`config.mk`:
```
export PLATFORM = sky130hd
export DESIGN_NAME = dot_product_accumulator
export DESIGN_NICKNAME = d
export VERILOG_FILES = /design/src/rtl/dot_product_accumulator.sv
export SDC_FILE = /design/constraint.sdc
export NUM_CORES = 1
export LEC_CHECK = 0
export BUFFER_PORTS_ARGS = -buffer_cell sky130_fd_sc_hd__clkbuf_2
export CORE_UTILIZATION = 40
export CTS_CLUSTER_DIAMETER = 120
export DETAILED_ROUTE_END_ITERATION = 8
export PLACE_DENSITY_LB_ADDON = 0.25
export SLEW_MARGIN = 5
export SYNTH_ARGS = -nofsm -noshare
export SYNTH_HDL_FRONTEND = slang
export SYNTH_SLANG_ARGS = --single-unit
```
`constraint.sdc`:
```
create_clock -name clk -period 6.6 [get_ports clk]
set_input_delay 1.98 -clock clk [delete_from_list [all_inputs] [get_ports clk]]
set_output_delay 1.98 -clock clk [all_outputs]
set_load 0.005 [all_outputs]
```
`src/rtl/dot_product_accumulator.sv`:
```
// Sums LEN consecutive unsigned products into a saturating dot-product result
// and hands each result downstream through a single valid/ready holding register.
module dot_product_accumulator #(
  parameter int PROD_W = 16,
  parameter int ACC_W  = 24,
  parameter int LEN    = 8,
  parameter int CNT_W  = 3
) (
  input  logic              clk,
  input  logic              rst,
  input  logic [PROD_W-1:0] in_data,
  input  logic              in_valid,
  output logic              in_ready,
  input  logic              clear,
  output logic [ACC_W-1:0]  out_data,
  output logic              out_ovf,
  output logic              out_valid,
  input  logic              out_ready
);

  localparam logic [CNT_W-1:0] LAST = CNT_W'(LEN - 1);

  logic [ACC_W-1:0] acc;
  logic [CNT_W-1:0] cnt;
  logic             ovf_acc;

  logic             acc_fire;
  logic             out_fire;
  logic             last;
  logic             carry;
  logic             complete;
  logic [ACC_W:0]   sum;
  logic [ACC_W-1:0] sat_sum;

  // The holding register frees up in the same cycle it is drained, so no bubble.
  assign in_ready = !out_valid || out_ready;
  assign acc_fire = in_valid && in_ready;
  assign out_fire = out_valid && out_ready;
  assign last     = (cnt == LAST);
  assign complete = acc_fire && !clear && last;

  assign sum     = {1'b0, acc} + (ACC_W + 1)'(in_data);
  assign carry   = sum[ACC_W];
  assign sat_sum = carry ? {ACC_W{1'b1}} : sum[ACC_W-1:0];

  always_ff @(posedge clk or negedge rst) begin
    if (!rst) begin
      acc     <= '0;
      cnt     <= '0;
      ovf_acc <= 1'b0;
    end else if (clear || (acc_fire && last)) begin
      acc     <= '0;
      cnt     <= '0;
      ovf_acc <= 1'b0;
    end else if (acc_fire) begin
      acc     <= sat_sum;
      ovf_acc <= ovf_acc | carry;
      cnt     <= cnt + CNT_W'(1);
    end
  end

  // A completion landing on a drain cycle refills the register without dropping valid.
  always_ff @(posedge clk or negedge rst) begin
    if (!rst) begin
      out_data  <= '0;
      out_ovf   <= 1'b0;
      out_valid <= 1'b0;
    end else if (complete) begin
      out_data  <= sat_sum;
      out_ovf   <= ovf_acc | carry;
      out_valid <= 1'b1;
    end else if (out_fire) begin
      out_valid <= 1'b0;
    end
  end

endmodule

```
# Yosys cells after proc, flatten, opt, wreduce, memory -nomap -nowiden
# Cells that the tools add are included.
dict set report totals {
  word_cells 30
  regBits 54
  in_bits 21
}
dict set report op_classes {
  mux 9
  n_addsub 2
  reduce_logical 11
  bitwise 1
  n_eq_ne 1
}
# cell n
set ops {}
lappend ops {{$mux 24} 3}
lappend ops {{$add 24x16->25} 1}
lappend ops {{$mux 3} 2}
lappend ops {{$logic_and 1x1->1} 5}
lappend ops {{$mux 1} 4}
lappend ops {{$reduce_bool 2->1} 2}
lappend ops {{$add 3x1->3 const B} 1}
lappend ops {{$eq 3x3->1 const B} 1}
lappend ops {{$logic_not 1->1} 2}
lappend ops {{$logic_or 1x1->1} 2}
lappend ops {{$or 1x1->1} 1}

# Depth between registers and ports, before layout
dict set report logic_depth {
  depth_word 6
  depth_mapped 9
  ltp_nobuf 8
}

# Worst setup path after synthesis
# No wires, ideal clock.
dict set report synth_path {
  path_type {input to register}
  start {in in_data[0]}
  end {reg out_data[19]}
  arrival_ns 4.044
  path_slack_ns 2.430
  n_path_buf 0
  stages 8
  cell_sequence {ha_1 > fa_1 > a211oi_1 > o21ai_2 > o2111ai_1 > a211o_2 > nand2_1 > o32a_1}
}
dict set report synth_via {
  elab_chain_len 2
}
# element line_no
set synth_rtl {}
lappend synth_rtl {{from (decl)} 11} ;# input logic [PROD_W-1:0] in_data,
lappend synth_rtl {{$add 24x16->25} 42} ;# assign sum = {1'b0, acc} + (ACC_W + 1)'(in_data);
lappend synth_rtl {{$mux 24} 44} ;# assign sat_sum = carry ? {ACC_W{1'b1}} : sum[ACC_W-1:0];
lappend synth_rtl {{to (signal assigned)} 69} ;# out_data <= sat_sum;
lappend synth_rtl {{to (decl)} 15} ;# output logic [ACC_W-1:0] out_data,
# No other way between the ends.
# A chain may end at the register's enable or synchronous reset.

# Worst setup path in the final report
dict set report layout_path {
  start {in out_ready}
  end {out in_ready}
}
dict set report layout_via {
  elab_chain_len 1
}
# element line_no
set layout_rtl {}
lappend layout_rtl {{from (decl)} 18} ;# input logic out_ready
lappend layout_rtl {{$logic_or 1x1->1} 36} ;# assign in_ready = !out_valid || out_ready;
lappend layout_rtl {{to (decl)} 13} ;# output logic in_ready,
# No other way between the ends.

==> out/metrics.csv <==
metric,value,unit
status,finished clean,
CTS tree,done,
Final setup violation count,0,
Power Internal,511,uW
routed length on met2,4100,um
Post-Syn Instances,382,
kind of critical path,input pin to output pin,
Worst Skew,0.00850,ns
Cells after DPL,515,
IO Pins,48,
synthesis-to-layout area growth,10.4,%
Total GRT Usage,20.9,%
setup bufs post-CTS,0,
Net Sw Power,274,uW
crit path max fanout,4,
hold path depth,2,
GPL Wtd Cong,0.896,
r2r setup slk,3.64,ns
Overflow after GRT,0,
worst hold start,out_ovf$_DFFE_PN0P_,
synthesized flop and latch total,54,
die height,94.5,um
Nets,457,
Worst setup EP type,output pin,
Initial Utilization,41.4,%
DR WL/cell,16.7,um
Min-Delay Endpoint,out_ovf$_DFFE_PN0P_,
CTS Hold Buffers Added,0,
"CTS clk-pin slew, worst paths",0.12,ns
number of antenna violations at the first check in global routing,0,
largest net degree at the start of global routing,55,
Post-synth top flop,dfrtp_1,
Via density,5.86,
Syn. warnings,0,
Hold/Removal Path Class,flop to flop,
fillers,826,
Mapped Avg Cell Area,8.95,sq um
Combinational Power Share,27.9,%
synthesized cell area,0.00342,sq mm
Worst-Margin Slew,1.12,ns
synth unique cells,67,
ant diodes,0,
share of layout cells above drive strength 1,17.5,%
setup TNS,0,ns
final instance area,0.00377,sq mm
Final Max Tran Viols,0,
Pwr Total,785,uW
asr flop ratio synth,100,%
unrepaired setup endpoints after global routing,false,
Clock Root Buffer,clkbuf_8,
most frequent cells in the layout,"57 x nand2_1, 54 x dfrtp_1, 47 x clkbuf_2",
wire length on met3,384,um
CORE AREA,0.00826,sq mm
Final Hold Fails,0,
DRC,0,
"non-filler cells, final",523,
placed cell area,0.00368,sq mm
# rows,33,
IO buf count,47,
Detailed Route Iter0 Violations,141,
Via Count,3063,
R2R depth,8,
vias in the first global route,2854,
Routed WL,8730,um
"EDFF count, synth",0,
Final Util,45.7,%
Max H-tree Level,2,
total iterations of the first detailed-routing run,4,
Pleak,0.00180,uW
Worst setup SP type,input pin,
Post-DP HPWL,6250,um
Syn Nets,422,
Max Root-Sink Buffers,2,
DR top layer,met4,
power density over cell area,208,mW/mm^2
TritonCTS Buffers,5,
clk sinks,54,
Critical Path AT,2.38,ns
first-pass GRT wire length,14600,um
"commonest non-fill, non-tap cell in the layout",nand2_1,
Antenna Nets Post-Route,0,
worst reg2reg startpoint,acc[0]$_DFFE_PN0P_,
max_cap viols,0,
CTS-repair resized insts,0,
Achievable Freq,230,MHz
Post-Route M1 WL,4190,um
clk_lat worst skew,0.33,ns
crit path time final,4.36,ns
Worst IR Drop VDD,0.0000992,V
die area,0.00892,sq mm
sequential share of power,45.4,%
Reg-to-Reg End,acc[23]$_DFFE_PN0P_,
Switching Share,34.9,%
sequential fraction of the synthesis area,39.5,%
Slew HR,24.9,%
Clk pwr share,26.7,%
Worst EP required,4.62,ns
"Period Utilization, post-route",66.0,%
chip width,94.5,um
[area by class of cell]
| type | instances | area (sq um) | area share (%) |
|---|---|---|---|
| clock buffer | 5 | 68.8 | 1.82 |
| clock inverter | 3 | 28.8 | 0.762 |
| inverter | 4 | 15.0 | 0.398 |
| multi-input combinational | 302 | 1920 | 50.9 |
| sequential | 54 | 1350 | 35.8 |
| tap | 105 | 131 | 3.48 |
| timing repair buffer | 50 | 258 | 6.83 |
[metal layers]
| layer | track usage [%] | up-vias |
|---|---|---|
| met4 | 3.91 | 0 |
| met3 | 2.66 | 7 |
| met1 | 29.6 | 1494 |
| li1 | - | 1476 |
| met2 | 34.3 | 86 |
| met5 | 0 | - |
[worst max-delay path by stage]
stage                     startpoint                       end  slack, ns  depth (start not counted)
final                      out_ready                  in_ready       2.24                          3
after detailed placement  in_data[0]   out_data[2]$_DFFE_PN0P_       1.93                          9
after global placement    in_data[0]       acc[23]$_DFFE_PN0P_       2.03                          9
after floorplan           in_data[0]  out_data[19]$_DFFE_PN0P_       2.43                          8
after global routing      in_data[5]   out_data[2]$_DFFE_PN0P_       2.00                          8
after CTS                  out_ready                  in_ready       2.24                          3
[stage by stage]
stage          setup slack [ns]  hold WS (ns)
6_report                   2.24         0.490
5_1_grt                    2.00         0.519
4_1_cts                    2.24         0.496
3_5_place_dp               1.93         0.469
3_3_place_gp               2.03         0.461
2_1_floorplan              2.43         0.444
[critical path, stage by stage]
cell and delay (ns):
clkbuf_2 0.07, nand2b_1 0.18, clkbuf_2 0.14
[kinds of logic (layout without fill, tap and decap cells)]
group                    Yosys count  in the layout  synth area share (%)
AND/OR/NAND/NOR                  124            124                  16.5
multiplexers                       4              4                  1.28
adder cells (fa/ha/maj)           19             19                  7.17
flip-flops                        54             54                  39.5
buffers and inverters             26             62                  4.54
AO/OA/AOI/OAI                    145            145                  28.4
XOR/XNOR                          10             10                  2.56
[flip-flops by register name, summed over array words and instances, names as in the netlist]
name	count
ovf_acc	1
out_ovf	1
out_valid	1
out_data	24
acc	24
cnt	3
[Yosys cell counts (2+ instances only)]
library cell | number | share of area, %
o21a_1 | 7 | 1.5
o2111ai_1 | 2 | 0.51
clkbuf_8 | 2 | 0.81
a31oi_1 | 5 | 0.91
xnor2_1 | 7 | 1.8
inv_1 | 4 | 0.44
nand4_1 | 7 | 1.3
nor3_1 | 4 | 0.59
buf_6 | 3 | 0.99
buf_2 | 5 | 0.73
nor2_1 | 33 | 3.6
a21oi_1 | 30 | 4.4
a211oi_2 | 2 | 0.73
ha_1 | 18 | 6.6
o21ai_1 | 3 | 0.44
a21o_1 | 8 | 1.8
dfrtp_1 | 54 | 40
and2_1 | 4 | 0.73
o211ai_1 | 3 | 0.66
o22ai_1 | 4 | 0.73
nand2_1 | 57 | 6.3
a22o_1 | 8 | 2.0
or3_1 | 4 | 0.73
nand2b_1 | 3 | 0.55
buf_4 | 2 | 0.44
xor2_1 | 3 | 0.77
o21ai_0 | 40 | 5.9
o31ai_1 | 4 | 0.88
a21boi_0 | 3 | 0.66
a211oi_1 | 2 | 0.44
and3_1 | 2 | 0.37
a2bb2oi_1 | 2 | 0.51
clkbuf_1 | 9 | 0.99
a221o_1 | 2 | 0.59
mux2_2 | 3 | 0.99
o22a_1 | 2 | 0.51
[power by group through the flow]
| stage | combinational (uW) | sequential (uW) | clock [uW] |
|---|---|---|---|
| global placement | 214 | 362 | 0 |
| floorplan | 170 | 360 | 0 |
| CTS | 218 | 357 | 212 |
| global route | 246 | 359 | 230 |
| detailed placement | 217 | 363 | 0 |
| finish | 219 | 356 | 210 |
No activity file was read; power rests on OpenSTA's default activity.
